### src/rtl/divu_unit.sv
// divu_unit: multi-cycle unsigned divider sitting beside the EX-stage ALU.
// A DIVU function code starts a 32-step restoring division. The quotient goes
// to LO and the remainder to HI. The unit holds the pipeline while it works.
//
// state | meaning
// IDLE  | waiting for a DIVU; a start latches the operands
// RUN   | one restoring iteration per clock, dividend MSB first
// DONE  | result written to hi/lo; done and busy are high for this one cycle
module divu_unit #(
  parameter int         WIDTH     = 32,
  parameter logic [5:0] DIVU_CODE = 6'b011011
) (
  input  logic             clk,
  input  logic             rst,
  input  logic             valid,
  input  logic [5:0]       signal,
  input  logic [WIDTH-1:0] dataA,
  input  logic [WIDTH-1:0] dataB,
  input  logic             flush,
  output logic             stall,
  output logic             busy,
  output logic             done,
  output logic [WIDTH-1:0] hi,
  output logic [WIDTH-1:0] lo
);

  localparam int CW = $clog2(WIDTH) + 1;

  typedef enum logic [1:0] {
    S_IDLE = 2'd0,
    S_RUN  = 2'd1,
    S_DONE = 2'd2
  } state_e;

  state_e           state_q, state_d;
  logic [WIDTH-1:0] rem_q, rem_d;
  logic [WIDTH-1:0] quo_q, quo_d;
  logic [WIDTH-1:0] div_q, div_d;
  logic [WIDTH-1:0] hi_q, hi_d;
  logic [WIDTH-1:0] lo_q, lo_d;
  logic [CW-1:0]    cnt_q, cnt_d;
  logic             busy_q, done_q;

  logic             start_accept;
  logic             last_iter;
  logic [WIDTH-1:0] src_rem, src_quo, src_div;
  logic [WIDTH:0]   shifted;
  logic [WIDTH:0]   trial;
  logic             trial_ok;
  logic [WIDTH-1:0] step_rem, step_quo;

  assign start_accept = valid & (signal == DIVU_CODE) & (state_q == S_IDLE) & ~flush;
  assign last_iter    = (cnt_q == CW'(WIDTH - 1));

  assign busy = busy_q;
  assign done = done_q;
  assign hi   = hi_q;
  assign lo   = lo_q;

  // One restoring step. The first step is taken straight from the operands on
  // the accept edge, so the 32nd step lands on the edge before the done cycle.
  // Since rem < divisor, trial lies in [-divisor, divisor-1] and the WIDTH+1
  // bit two's-complement result carries a valid sign bit.
  always_comb begin
    src_rem  = (state_q == S_IDLE) ? '0    : rem_q;
    src_quo  = (state_q == S_IDLE) ? dataA : quo_q;
    src_div  = (state_q == S_IDLE) ? dataB : div_q;
    shifted  = {src_rem, src_quo[WIDTH-1]};
    trial    = shifted - {1'b0, src_div};
    trial_ok = ~trial[WIDTH];
    step_rem = trial_ok ? trial[WIDTH-1:0] : shifted[WIDTH-1:0];
    step_quo = {src_quo[WIDTH-2:0], trial_ok};
  end

  // State and datapath registers
  always_ff @(posedge clk or posedge rst) begin
    if (rst) begin
      state_q <= S_IDLE;
      rem_q   <= '0;
      quo_q   <= '0;
      div_q   <= '0;
      hi_q    <= '0;
      lo_q    <= '0;
      cnt_q   <= '0;
      busy_q  <= 1'b0;
      done_q  <= 1'b0;
    end else begin
      state_q <= state_d;
      rem_q   <= rem_d;
      quo_q   <= quo_d;
      div_q   <= div_d;
      hi_q    <= hi_d;
      lo_q    <= lo_d;
      cnt_q   <= cnt_d;
      busy_q  <= (state_d != S_IDLE);
      done_q  <= (state_d == S_DONE);
    end
  end

  // Next-state selection; flush overrides every transition
  always_comb begin
    state_d = state_q;
    unique case (state_q)
      S_IDLE: begin
        if (start_accept) begin
          state_d = (dataB == '0) ? S_DONE : S_RUN;
        end
      end
      S_RUN: begin
        if (last_iter) begin
          state_d = S_DONE;
        end
      end
      S_DONE:  state_d = S_IDLE;
      default: state_d = S_IDLE;
    endcase
    if (flush) begin
      state_d = S_IDLE;
    end
  end

  // Stall output and datapath updates; hi/lo move only on entry to DONE
  always_comb begin
    stall = start_accept | busy_q;
    rem_d = rem_q;
    quo_d = quo_q;
    div_d = div_q;
    hi_d  = hi_q;
    lo_d  = lo_q;
    cnt_d = cnt_q;
    unique case (state_q)
      S_IDLE: begin
        if (start_accept) begin
          div_d = dataB;
          if (dataB == '0) begin
            rem_d = '0;
            quo_d = '0;
            cnt_d = '0;
            hi_d  = dataA;
            lo_d  = '1;
          end else begin
            rem_d = step_rem;
            quo_d = step_quo;
            cnt_d = CW'(1);
          end
        end
      end
      S_RUN: begin
        if (flush) begin
          rem_d = '0;
          quo_d = '0;
          cnt_d = '0;
        end else begin
          rem_d = step_rem;
          quo_d = step_quo;
          cnt_d = cnt_q + CW'(1);
          if (last_iter) begin
            hi_d = step_rem;
            lo_d = step_quo;
          end
        end
      end
      default: begin
      end
    endcase
  end

endmodule
### config.mk
export PLATFORM = sky130hd
export DESIGN_NAME = divu_unit
export DESIGN_NICKNAME = d
export VERILOG_FILES = /design/src/rtl/divu_unit.sv
export SDC_FILE = /design/constraint.sdc
export NUM_CORES = 1
export LEC_CHECK = 0
export ABC_AREA = 1
export ABC_CLOCK_PERIOD_IN_PS = 7100
export CAP_MARGIN = 20
export CELL_PAD_IN_SITES_DETAIL_PLACEMENT = 0
export CELL_PAD_IN_SITES_GLOBAL_PLACEMENT = 1
export CORE_MARGIN = 3
export CORE_UTILIZATION = 41
export CTS_BUF_LIST = sky130_fd_sc_hd__clkbuf_8
export DETAILED_ROUTE_END_ITERATION = 8
export PLACE_DENSITY = 0.88
export SYNTH_ARGS = -nofsm -noshare
export SYNTH_HDL_FRONTEND = slang
export SYNTH_SLANG_ARGS = --single-unit
### constraint.sdc
create_clock -name clk -period 7.1 [get_ports clk]
set_clock_uncertainty 0.05 [all_clocks]
set_input_delay 1.42 -clock clk [delete_from_list [all_inputs] [get_ports clk]]
set_output_delay 1.42 -clock clk [all_outputs]
set_load 0.03 [all_outputs]
Yosys cells after proc, flatten, opt, wreduce, memory -nomap -nowiden --
Index checks and enable logic that the tools add are counted.
Operators by class: mux-type cells 31, reduce and logical (&&, ||, !) cells 7, bitwise logic cells 6, $add $sub $neg 2, eq/ne operators 8
Operators with widths (number):
- 32-bit 2-to-1 mux | 18
- 32-bit one-hot mux with 2 select lines | 4
- 33-bit by 32-bit subtractor with 33-bit output | 1
- 32-bit logical NOT | 1
- 6-bit by 5-bit equality test with 1-bit output, second input constant | 2
- 6-bit 2-to-1 mux | 2
- 6-bit one-hot mux with 2 select lines | 1
- 2-bit 2-to-1 mux | 4
- 6-bit by 1-bit adder with 6-bit output, second input constant | 1
- 2-bit inequality test, second input constant | 3
- 5-bit AND reduction | 1
- 2-bit one-hot mux with 2 select lines | 1
- 2-bit AND reduction | 2
- 2-bit nonzero test | 2
- 1-bit bitwise AND | 3
- 2-bit by 1-bit equality test with 1-bit output, second input constant | 1
- 2-bit equality test, second input constant | 1
- 2-bit logical NOT | 1
- 2-bit by 1-bit inequality test with 1-bit output, second input constant | 1
- 1-bit NOT | 2
- 1-bit 2-to-1 mux | 1
- 1-bit OR | 1
Word-level totals: input port bits 74, register bits after elaboration 170

Longest topological paths before layout --
Gate-level depths: netlist of the first run.
depth after elaboration 8, mapped depth 27

Least setup slack after synthesis of the first run --
Ideal clock, no wire load.
path type input to output, from in valid, to out stall, cell stages on the path 5, path slack 3.277 ns, data arrival time 2.353 ns, required time 5.630 ns, cell sequence nand2_1 -> nor3b_1 -> nand3_1 -> clkbuf_1 -> nand2_1
On the way: longest elaborated chain between the ends 4
RTL lines:
- from (decl) | RTL line 15 | input logic valid,
- 1-bit bitwise AND (3 in a row) | RTL line 52 | assign start_accept = valid & (signal == DIVU_CODE) & (state_q == S_IDLE) & ~flush;
- 1-bit OR | RTL line 124 | stall = start_accept | busy_q;
- to (decl) | RTL line 20 | output logic stall,
Every way passes these cells.

Final worst setup path of the first run --
from in signal[4], to out stall
On the way: longest elaborated chain between the ends 5
RTL lines:
- from (decl) | RTL line 16 | input logic [5:0] signal,
- 6-bit by 5-bit equality test with 1-bit output | RTL line 52
- 1-bit bitwise AND (3 in a row) | RTL line 52
- 1-bit OR | RTL line 124
Every way passes these cells.

==> results of run 1 <==
-- area by class of cell --
cell class / instances / share of cell area
clock buffers: 17 / 0.0187
clock inverters: 15 / 0.0174
inverters: 211 / 0.0638
multi-input cells: 1059 / 0.407
flip-flops and latches: 170 / 0.341
well taps: 324 / 0.0325
repair buffers: 149 / 0.120
-- registers in the layout (all words and copies together), names as in the netlist --
name,cells
busy,1
cnt_q,6
div_q,32
done,1
hi,32
lo,32
quo_q,32
rem_q,32
state_q,2
-- worst max path at each step --
| stage | end | slack [ns] |
|---|---|---|
| after floorplan | busy$_DFF_PP0_ | 1.03 |
| after global placement | stall | 2.00 |
| after detailed placement | stall | 2.01 |
| after CTS | stall | 2.01 |
| after global routing | stall | 1.81 |
| final | stall | 2.02 |
-- layer usage --
metal | track usage | up-vias | routed length [um]
li1 | - | 5010 | -
met5 | 0 | - | 0
met1 | 0.315 | 4670 | 14300
met3 | 0.0351 | 40 | 1380
met4 | 0.0648 | 0 | 716
met2 | 0.404 | 223 | 15700
-- layout by cell type, fill, tap and decap left out, types with 2 or more instances in the layout --
master	instances
a211oi_1	3
a21boi_0	3
a21o_1	4
a21oi_1	96
a31oi_1	6
and3_1	2
buf_4	7
clkbuf_8	17
clkdlybuf4s50_1	140
clkinv_4	2
clkinv_8	6
dfrtp_1	170
ha_1	30
inv_1	202
inv_2	7
inv_8	5
nand2_1	461
nand2_2	10
nand2_4	2
nand3_1	63
nand3_2	3
nand3b_1	7
nand4_1	7
nor2_1	134
nor2_4	2
nor3_1	13
nor4_1	11
o21a_1	2
o21ai_0	118
o21ai_1	6
o21bai_1	4
o22ai_1	46
o311ai_0	2
xnor2_1	4
xor2_1	13
-- power by group --
group	internal [mW]	switching [mW]
clock network	0.312	0.462
logic	0.144	0.202
registers	1.06	0.0407
-- worst register-to-register path: cells and delay by family (launching register included) --
kind | cells | cell delay, ns
flip-flops | 1 | 0.47
AND/OR/NAND/NOR | 9 | 2.15
buffers and inverters | 1 | 0.33
AO/OA/AOI/OAI | 5 | 1.06
adder cells (fa/ha/maj) | 1 | 0.41
-- cells by family (layout without fill, tap and decap cells) --
kind of cell               Yosys count  in the layout
xor gates and xnor gates            17             17
and+or+nand+nor                    718            718
AOI/OAI and AO/OA                  293            293
buffers and inverters              270            392
adders and majority gates           31             31
DFF                                170            170
-- metrics by stage --
step | util | hold slack (ns)
global placement | 0.488 | 0.411
CTS | 0.507 | 0.441
floorplan | - | 0.398
finish | 0.508 | 0.437
global route | 0.508 | 0.467
detailed placement | 0.488 | 0.415
==> results.md, run 1 <==
- Fill cells: 2540
- Setup tns final: 0 ns
- Post-synthesis adder-cell area fraction: 0.0381
- Cell Pwr Density: 178 nW/um^2
- Synthesized area: 10400 sq um
- Mapped Avg Cell Area: 6.92 sq um
- CTS tree: done
- Total grt overflow: 0
- Synthesis warning total: 0
- Initial Utilization: 0.421
- Sequential Area: 4250 sq um
- Vias per cell: 5.11
- Final Instance Area: 12500 sq um
- Slew headroom: 0.287
- PostCTS Resize Cnt: 0
- Commonest cells post-synth: 462 x nand2_1, 203 x inv_1, 170 x dfrtp_1, 135 x nor2_1, 118 x o21ai_0
- WHS Path Cells: 2
- Post-synthesis cell type count: 41
- Multi-input logic area: 5080 sq um
- Clock sinks: 170
- Top_reg_cell synth: dfrtp_1
- Area growth, synth to finish: 20.5%
- H-tree levels: 4
- Final Cycle Share: 0.716
- Critical path data arrival time: 3.61 ns
- Die extent in x: 165 um
- First-pass GRT wire length: 50.3 mm
- Mux cell area share after synthesis: 0
- FF-to-FF path depth: 16
- Setup Fix Bufs, Post-CTS: 0
- Antenna violations before repair: 0
- Fraction of registers with async set/reset: 1.00
- Hold EP: div_q[23]$_DFFE_PP0P_
- Port bufs: 140
- N_diodes: 0
- Count leader, synth: nand2_1
- Register-to-register setup slack: 2.55 ns
- Synth Area in XOR/XNOR: 0.0144
- Global Route Usage Sum: 0.237
- CP Capture Type: output port
- CTS root buf: clkbuf_8
- Clock buffer depth: 2
- Top delay family on crit path: buffers and inverters
- Final setup viols: 0
- Max frequency: 197 MHz
- Slew @ Worst Pin: 1.07 ns
- Row count: 57
- Slew Viols, Final: 0
- Worst EP required: 5.63 ns
- Worst skew pair latency: 0.48 ns
- Num CTS Buffers: 17
- Crit Path Class: primary input to output port
- Worst VDD drop: 99.8 uV
- Iteration count of the initial detailed-routing pass: 6
- Clock period minus worst slack: 5.08 ns
- Crit path cell chain: clkdlybuf4s50_1 -> nand2_1 -> nor3b_1 -> nand3_1 -> nand2_1 -> clkdlybuf4s50_1
- Register area share after synthesis: 0.410
- Final hold viol count: 0
- R2r endpoint: hi[20]$_DFFE_PP0P_
- Routed Antenna Nets: 0
- Outcome: finished, final reports clean
- Share of layout cells above drive strength 1: 0.0419
- Area of the core: 24600 sq um
- Die Y: 165 um
- CP peak stage delay: 0.69 ns
- Min-delay src: div_q[23]$_DFFE_PP0P_
- CTS Hold Bufs: 0
- Vias in the first global route: 9465
- Synth top area share: 0.410
- EDFF count, synth: 0
- Stages on worst setup path: 6
- Compound-gate portion of the synthesized area: 0.153
- Drc violations: 0
- Leakage: 6.36 nW
- RSZ-0062 raised after global routing: false
- Placed cell area: 12000 sq um
- Crit-path max FO: 16
- Setup ws final: 2.02 ns
- Pin count of the biggest net entering global routing: 87
- Wire per inst: 16.5 um
- Via count: 9943
- Worst hold-check path type: flip-flop to flip-flop
- Final std cells w/o fill: 1945
- Routed wire length: 32.1 mm
- DP Cell Count: 1912
- Flops & latches, synth: 170
- Register clock-pin slew on the reported worst setup and hold paths: 0.10 ns
- Largest family of logic cells by synthesized area: simple AND/OR/NAND/NOR gates
- Num ports: 141
- Setup crit start kind: primary input
- Mapped Cells: 1499
- Post-Synth Simple-Gate Area: 0.283
- Most area-hungry cell type in the Yosys netlist: dfrtp_1
- Place WS: 2.01 ns
- Synthesized Nets: 1604
- Final Wtd Congestion: 0.954
- CP bufs+invs: 2
- Crit path launch: signal[4]
- Max Cap Viol: 0
- Slowest-stage cell, CP: clkdlybuf4s50_1
- Detailed Place HPWL: 24.0 mm
- Total power: 2.22 mW
- Die ar.: 27200 sq um
- Synth top area cells: dfrtp_1 41%, nand2_1 17%, inv_1 7.4%
- R2R Path Start: state_q[0]$_DFF_PP0_
- 1st-iter DRT viols: 784
- Final net count: 1713
(Power assumes the default switching activity.)
==> run 2, diff against run 1 <==
Settings changed: ABC_CLOCK_PERIOD_IN_PS 7100 to 5000.
Clock period 7.1 ns to 5 ns, I/O delays scaled along.
==> results.md, run 2 (same netlist as run 1, synthesis figures left out) <==
- Worst hold-check path type: flip-flop to flip-flop
- Setup Fix Bufs, Post-CTS: 0 (unchanged)
- CTS root buf: clkbuf_8
- Commonest cells after routing, fill and taps aside: 461 x nand2_1, 202 x inv_1, 170 x dfrtp_1
- RSZ-0062 raised after global routing: false
- Wire per inst: 16.8 um (+2.1%)
- Max Cap Viol: 0 (unchanged)
- Area of the core: 24600 sq um (unchanged)
- H-tree levels: 4 (unchanged)
- Worst EP required: 5.32 ns (-0.31 ns)
- N_diodes: 0 (unchanged)
- Crit-path max FO: 33 (+17)
- Die ar.: 27200 sq um (unchanged)
- Slew Viols, Final: 0 (unchanged)
- CTS tree: done
- Setup tns final: 0 ns (unchanged)
- Total power: 3.06 mW (+38%)
- Iteration count of the initial detailed-routing pass: 7 (+1)
- Clock period minus worst slack: 4.13 ns
- Num ports: 141 (unchanged)
- Slew headroom: 0.321 (+0.0341)
- CTS Hold Bufs: 0 (unchanged)
- Critical path data arrival time: 4.45 ns (+0.84 ns)
- Fill cells: 2532 (-0.31%)
- Worst skew pair latency: 0.48 ns (about the same)
- Routed Antenna Nets: 0 (unchanged)
- Die Y: 165 um (unchanged)
- Leakage: 6.33 nW (-0.54%)
- Final net count: 1714 (+0.058%)
- Most frequent cell on the critical path: nand2_1
- PostCTS Resize Cnt: 0 (unchanged)
- Worst VDD drop: 178 uV (+78%)
- Final setup viols: 0 (unchanged)
- Drc violations: 0 (unchanged)
- Antenna violations before repair: 0 (unchanged)
- Clock buffer depth: 2 (unchanged)
- 1st-iter DRT viols: 675 (-14%)
- Register clock-pin slew on the reported worst setup and hold paths: 0.11 ns (about the same)
- Vias per cell: 5.17 (+1.2%)
- Share of layout cells above drive strength 1: 0.0419 (unchanged)
- Area growth, synth to finish: 19.8%
- Setup crit start kind: flip-flop
- Port bufs: 140 (unchanged)
- Commonest non-fill, non-tap cell in the layout: nand2_1
- Slowest-stage cell, CP: dfrtp_1
- Crit Path Class: flip-flop to flip-flop
- Via count: 10100 (+1.2%)
- Die extent in x: 165 um (unchanged)
- Max frequency: 242 MHz
- Total grt overflow: 0 (unchanged)
- Clock sinks: 170 (unchanged)
- Outcome: finished, final reports clean
- Global Route Usage Sum: 0.245 (+0.00789)
- Final Cycle Share: 0.827
- Final hold viol count: 0 (unchanged)
- Detailed Place HPWL: 24.6 mm (+2.4%)
- Initial Utilization: 0.421 (unchanged)
- Slew @ Worst Pin: 1.02 ns (-0.0496 ns)
- Vias in the first global route: 9841 (+4.0%)
- CP Capture Type: flip-flop
- Routed wire length: 32.7 mm (+2.1%)
- Final Wtd Congestion: 0.933 (-2.2%)
- Cell Pwr Density: 246 nW/um^2 (+39%)
- Row count: 57 (unchanged)
- First-pass GRT wire length: 52.1 mm (+3.5%)
- Num CTS Buffers: 17 (unchanged)
- CP peak stage delay: 0.46 ns (-0.23 ns)
- Pin count of the biggest net entering global routing: 171 (+97%)
run 2: cell types whose count changed in the layout (fill, tap and decap cells not counted), sizes merged:
| cell | before | now |
|---|---|---|
| bufinv | 1 | 0 |
| clkinv | 9 | 6 |
| buf | 9 | 10 |
| inv | 216 | 217 |
| clkinvlp | 0 | 2 |
run 2: worst max-delay path, delay by kind of cell, from the launching register on:
| kind | cells | cell delay (ns) |
|---|---|---|
| AND/OR/NAND/NOR | 18 | 2.05 |
| buffers and inverters | 4 | 0.61 |
| flip-flops | 1 | 0.46 |
| adder cells (fa/ha/maj) | 2 | 0.71 |
| AO/OA/AOI/OAI | 1 | 0.13 |
run 2: final cells by class:
cell class	instances	area [sq um]	share of cell area
Multi-Input combinational cell	1059	5080	0.409
Inverter	211	796	0.0641
Sequential cell	170	4250	0.343
Tap cell	324	405	0.0326
Clock buffer	17	234	0.0188
Timing Repair Buffer	150	1500	0.121
Clock inverter	14	151	0.0122
run 2: through the flow:
| stage | hold WS, ns | instances | instance area, sq um | setup WS, ns | utilization |
|---|---|---|---|---|---|
| final | 0.440 | 1945 | 12400 | 0.865 | 0.505 |
| after floorplan | 0.398 | 1499 | 10400 | 1.21 | - |
| after global placement | 0.412 | 1914 | 12000 | 0.566 | 0.489 |
| after CTS | 0.444 | 1945 | 12400 | 0.820 | 0.505 |
| after detailed placement | 0.414 | 1914 | 12000 | 0.462 | 0.489 |
| after global routing | 0.461 | 1945 | 12400 | 0.409 | 0.505 |
run 2: worst paths after layout:
check | startpoint | to | slack, ns | cells past startpoint
worst min register to register | rem_q[10]$_DFFE_PP0P_ | rem_q[10]$_DFFE_PP0P_ | 0.44 | 2
min in group asynchronous | rst | div_q[0]$_DFFE_PP0P_ | 1.07 | 3
worst max register to register | state_q[0]$_DFF_PP0_ | hi[28]$_DFFE_PP0P_ | 0.87 | 25
worst max-delay path | state_q[0]$_DFF_PP0_ | hi[28]$_DFFE_PP0P_ | 0.87 | 25
worst min-delay path | rem_q[10]$_DFFE_PP0P_ | rem_q[10]$_DFFE_PP0P_ | 0.44 | 2
max in group asynchronous | rst | hi[19]$_DFFE_PP0P_ | 3.10 | 3
run 2: report_power, final:
part           switching [mW]  internal, mW  total, mW
sequential             0.0603          1.50       1.56
clock                   0.626         0.374       1.00
combinational           0.289         0.203      0.493
total                   0.976          2.08       3.06
run 2: metal layers:
metal  part of all wire  track usage
met1               0.44        0.321
met2               0.50        0.424
met3              0.041       0.0329
met4              0.024       0.0686
met5                  0            0
==> run 3, diff against run 2 <==
Settings changed: ABC_CLOCK_PERIOD_IN_PS 5000 to 4150.
Clock period 5 ns to 4.15 ns, I/O delays scaled along.
==> results.md, run 3 (same netlist as run 1, synthesis figures left out) <==
- Multi-input logic area: 5080 sq um (unchanged)
- Final hold viol count: 0 (unchanged)
- PostCTS Resize Cnt: 0 (unchanged)
- First-pass GRT wire length: 51.6 mm (-0.93%)
- Slew headroom: 0.439 (+0.118)
- Crit path launch: state_q[0]$_DFF_PP0_
- Via count: 10100 (-0.030%)
- Num ports: 141 (unchanged)
- Port bufs: 140 (unchanged)
- Wire per inst: 16.5 um (-1.8%)
- Share of layout cells above drive strength 1: 0.0548 (+0.0128)
- N_diodes: 0 (unchanged)
- R2R Path Start: state_q[0]$_DFF_PP0_
- 1st-iter DRT viols: 681 (+0.89%)
- Final Wtd Congestion: 0.944 (+1.2%)
- Top delay family on crit path: simple AND/OR/NAND/NOR gates
- CTS Hold Bufs: 0 (unchanged)
- Setup tns final: 0 ns (unchanged)
- Critical path data arrival time: 3.98 ns (-0.47 ns)
- CP peak stage delay: 0.46 ns (about the same)
- Final setup viols: 0 (unchanged)
- Slew Viols, Final: 0 (unchanged)
- Fin util: 0.518 (+0.0134)
- Crit path cell chain: nor2_4 -> buf_12 -> nand2_1 -> o21ai_0 -> inv_1 -> ha_1 -> nand2_1 -> o21ai_0 -> nand3_1 -> nand2_1 -> nand2_1 -> nand2_1 -> nand2_1 -> nand2_1 -> nand2_1 -> nand2_1 -> nand2_1 -> nand2_1 -> nand2_1 -> nand2_1 -> nand2_1
- Num CTS Buffers: 17 (unchanged)
- Drc violations: 0 (unchanged)
- Cell Pwr Density: 298 nW/um^2 (+21%)
- Crit-path max FO: 53 (+61%)
- Detailed Place HPWL: 25.0 mm (+1.5%)
- Max frequency: 274 MHz (+13%)
- Global Route Usage Sum: 0.243 (-0.00195)
- Final net count: 1735 (+1.2%)
- Iteration count of the initial detailed-routing pass: 5 (-2)
- Vias per cell: 5.12 (-1.1%)
- CTS tree: done
- Slew @ Worst Pin: 0.840 ns (-0.178 ns)
- Outcome: finished, final reports clean
- CTS root buf: clkbuf_8
- Worst skew pair latency: 0.48 ns (about the same)
- Die Y: 165 um (unchanged)
- CP Capture Type: flip-flop
- Clock sinks: 170 (unchanged)
- Commonest non-fill, non-tap cell in the layout: nand2_1
- Setup Fix Bufs, Post-CTS: 0 (unchanged)
- Pin count of the biggest net entering global routing: 73 (-57%)
- Max Cap Viol: 0 (unchanged)
- Hold WS: 0.440 ns (-0.000341 ns)
- Most frequent cell on the critical path: nand2_1
- Worst EP required: 4.49 ns (-0.83 ns)
- Routed Antenna Nets: 0 (unchanged)
- Row count: 57 (unchanged)
- Leakage: 6.50 nW (+2.7%)
- Slowest-stage cell, CP: dfrtp_1
- Sequential Area: 4250 sq um (unchanged)
- Commonest cells after routing, fill and taps aside: 461 x nand2_1, 202 x inv_1, 170 x dfrtp_1
- Clock period minus worst slack: 3.65 ns (-0.490 ns)
- Total power: 3.80 mW (+24%)
- Clock buffer depth: 2 (unchanged)
- Crit Path Class: flip-flop to flip-flop
- RSZ-0062 raised after global routing: false
- Die ar.: 27200 sq um (unchanged)
- Area of the core: 24600 sq um (unchanged)
- Register clock-pin slew on the reported worst setup and hold paths: 0.12 ns (about the same)
- Min-delay src: hi[10]$_DFFE_PP0P_
- Setup crit start kind: flip-flop
- CP bufs+invs: 2 (-2)
- Area growth, synth to finish: 23.0%
- H-tree levels: 4 (unchanged)
- Initial Utilization: 0.421 (unchanged)
- Vias in the first global route: 9710 (-1.3%)
- Routed wire length: 32.5 mm (-0.67%)
- Die extent in x: 165 um (unchanged)
- Total grt overflow: 0 (unchanged)
- Fill cells: 2464 (-2.7%)
- Antenna violations before repair: 0 (unchanged)
- Worst VDD drop: 174 uV (-2.1%)
- Final Cycle Share: 0.878 (+0.0514)
- Worst hold-check path type: flip-flop to flip-flop
==> run 3: cell count changes in the layout (fill, tap and decap cells not counted) <==
cell | previous run | this run
inv_16 | 0 | 1
clkinv_4 | 3 | 0
inv_8 | 6 | 2
clkinvlp_4 | 2 | 1
buf_12 | 2 | 10
buf_4 | 8 | 21
inv_12 | 0 | 3
clkinv_8 | 2 | 7
==> run 3: area by class of cell <==
type,instances,area share
inverter,211,0.0624
sequential,170,0.334
multi-input combinational,1059,0.398
timing repair buffer,171,0.138
tap,324,0.0318
clock inverter,15,0.0175
clock buffer,17,0.0184
==> run 3: worst min-delay path: cells and delay by family, from the launching register on <==
family	cells	cell delay, ns
flops	1	0.36
simple gates	2	0.10
==> run 3: where the power goes <==
group,leakage [nW],internal [mW],total [mW],switching [mW]
logic,4.02,0.251,0.596,0.345
clock network,0.223,0.494,1.33,0.832
registers,2.26,1.81,1.88,0.0709
total,6.50,2.55,3.80,1.25
==> run 3: metrics by stage <==
stage,instance area [sq um],cells,setup slack (ns)
2_1_floorplan,10400,1499,0.360
4_1_cts,12700,1966,0.522
5_1_grt,12700,1967,0.236
3_3_place_gp,12300,1934,0.181
3_5_place_dp,12300,1934,0.172
6_report,12700,1967,0.505
==> run 3: per-layer routing <==
metal	wire, um	vias to the layer above	GRT usage
li1	-	5066	-
met1	14200	4711	0.321
met2	16100	251	0.422
met3	1480	34	0.0293
met4	688	0	0.0660
met5	0	-	0
==> run 3: path summary, 6_finish.rpt <==
path | endpoint | slack [ns] | depth (start not counted)
worst max register to register | hi[27]$_DFFE_PP0P_ | 0.50 | 21
worst min-delay path | hi[10]$_DFFE_PP0P_ | 0.44 | 2
min in group asynchronous | hi[1]$_DFFE_PP0P_ | 0.69 | 2
worst max-delay path | hi[27]$_DFFE_PP0P_ | 0.50 | 21
max in group asynchronous | rem_q[10]$_DFFE_PP0P_ | 2.60 | 3
worst min register to register | hi[10]$_DFFE_PP0P_ | 0.44 | 2
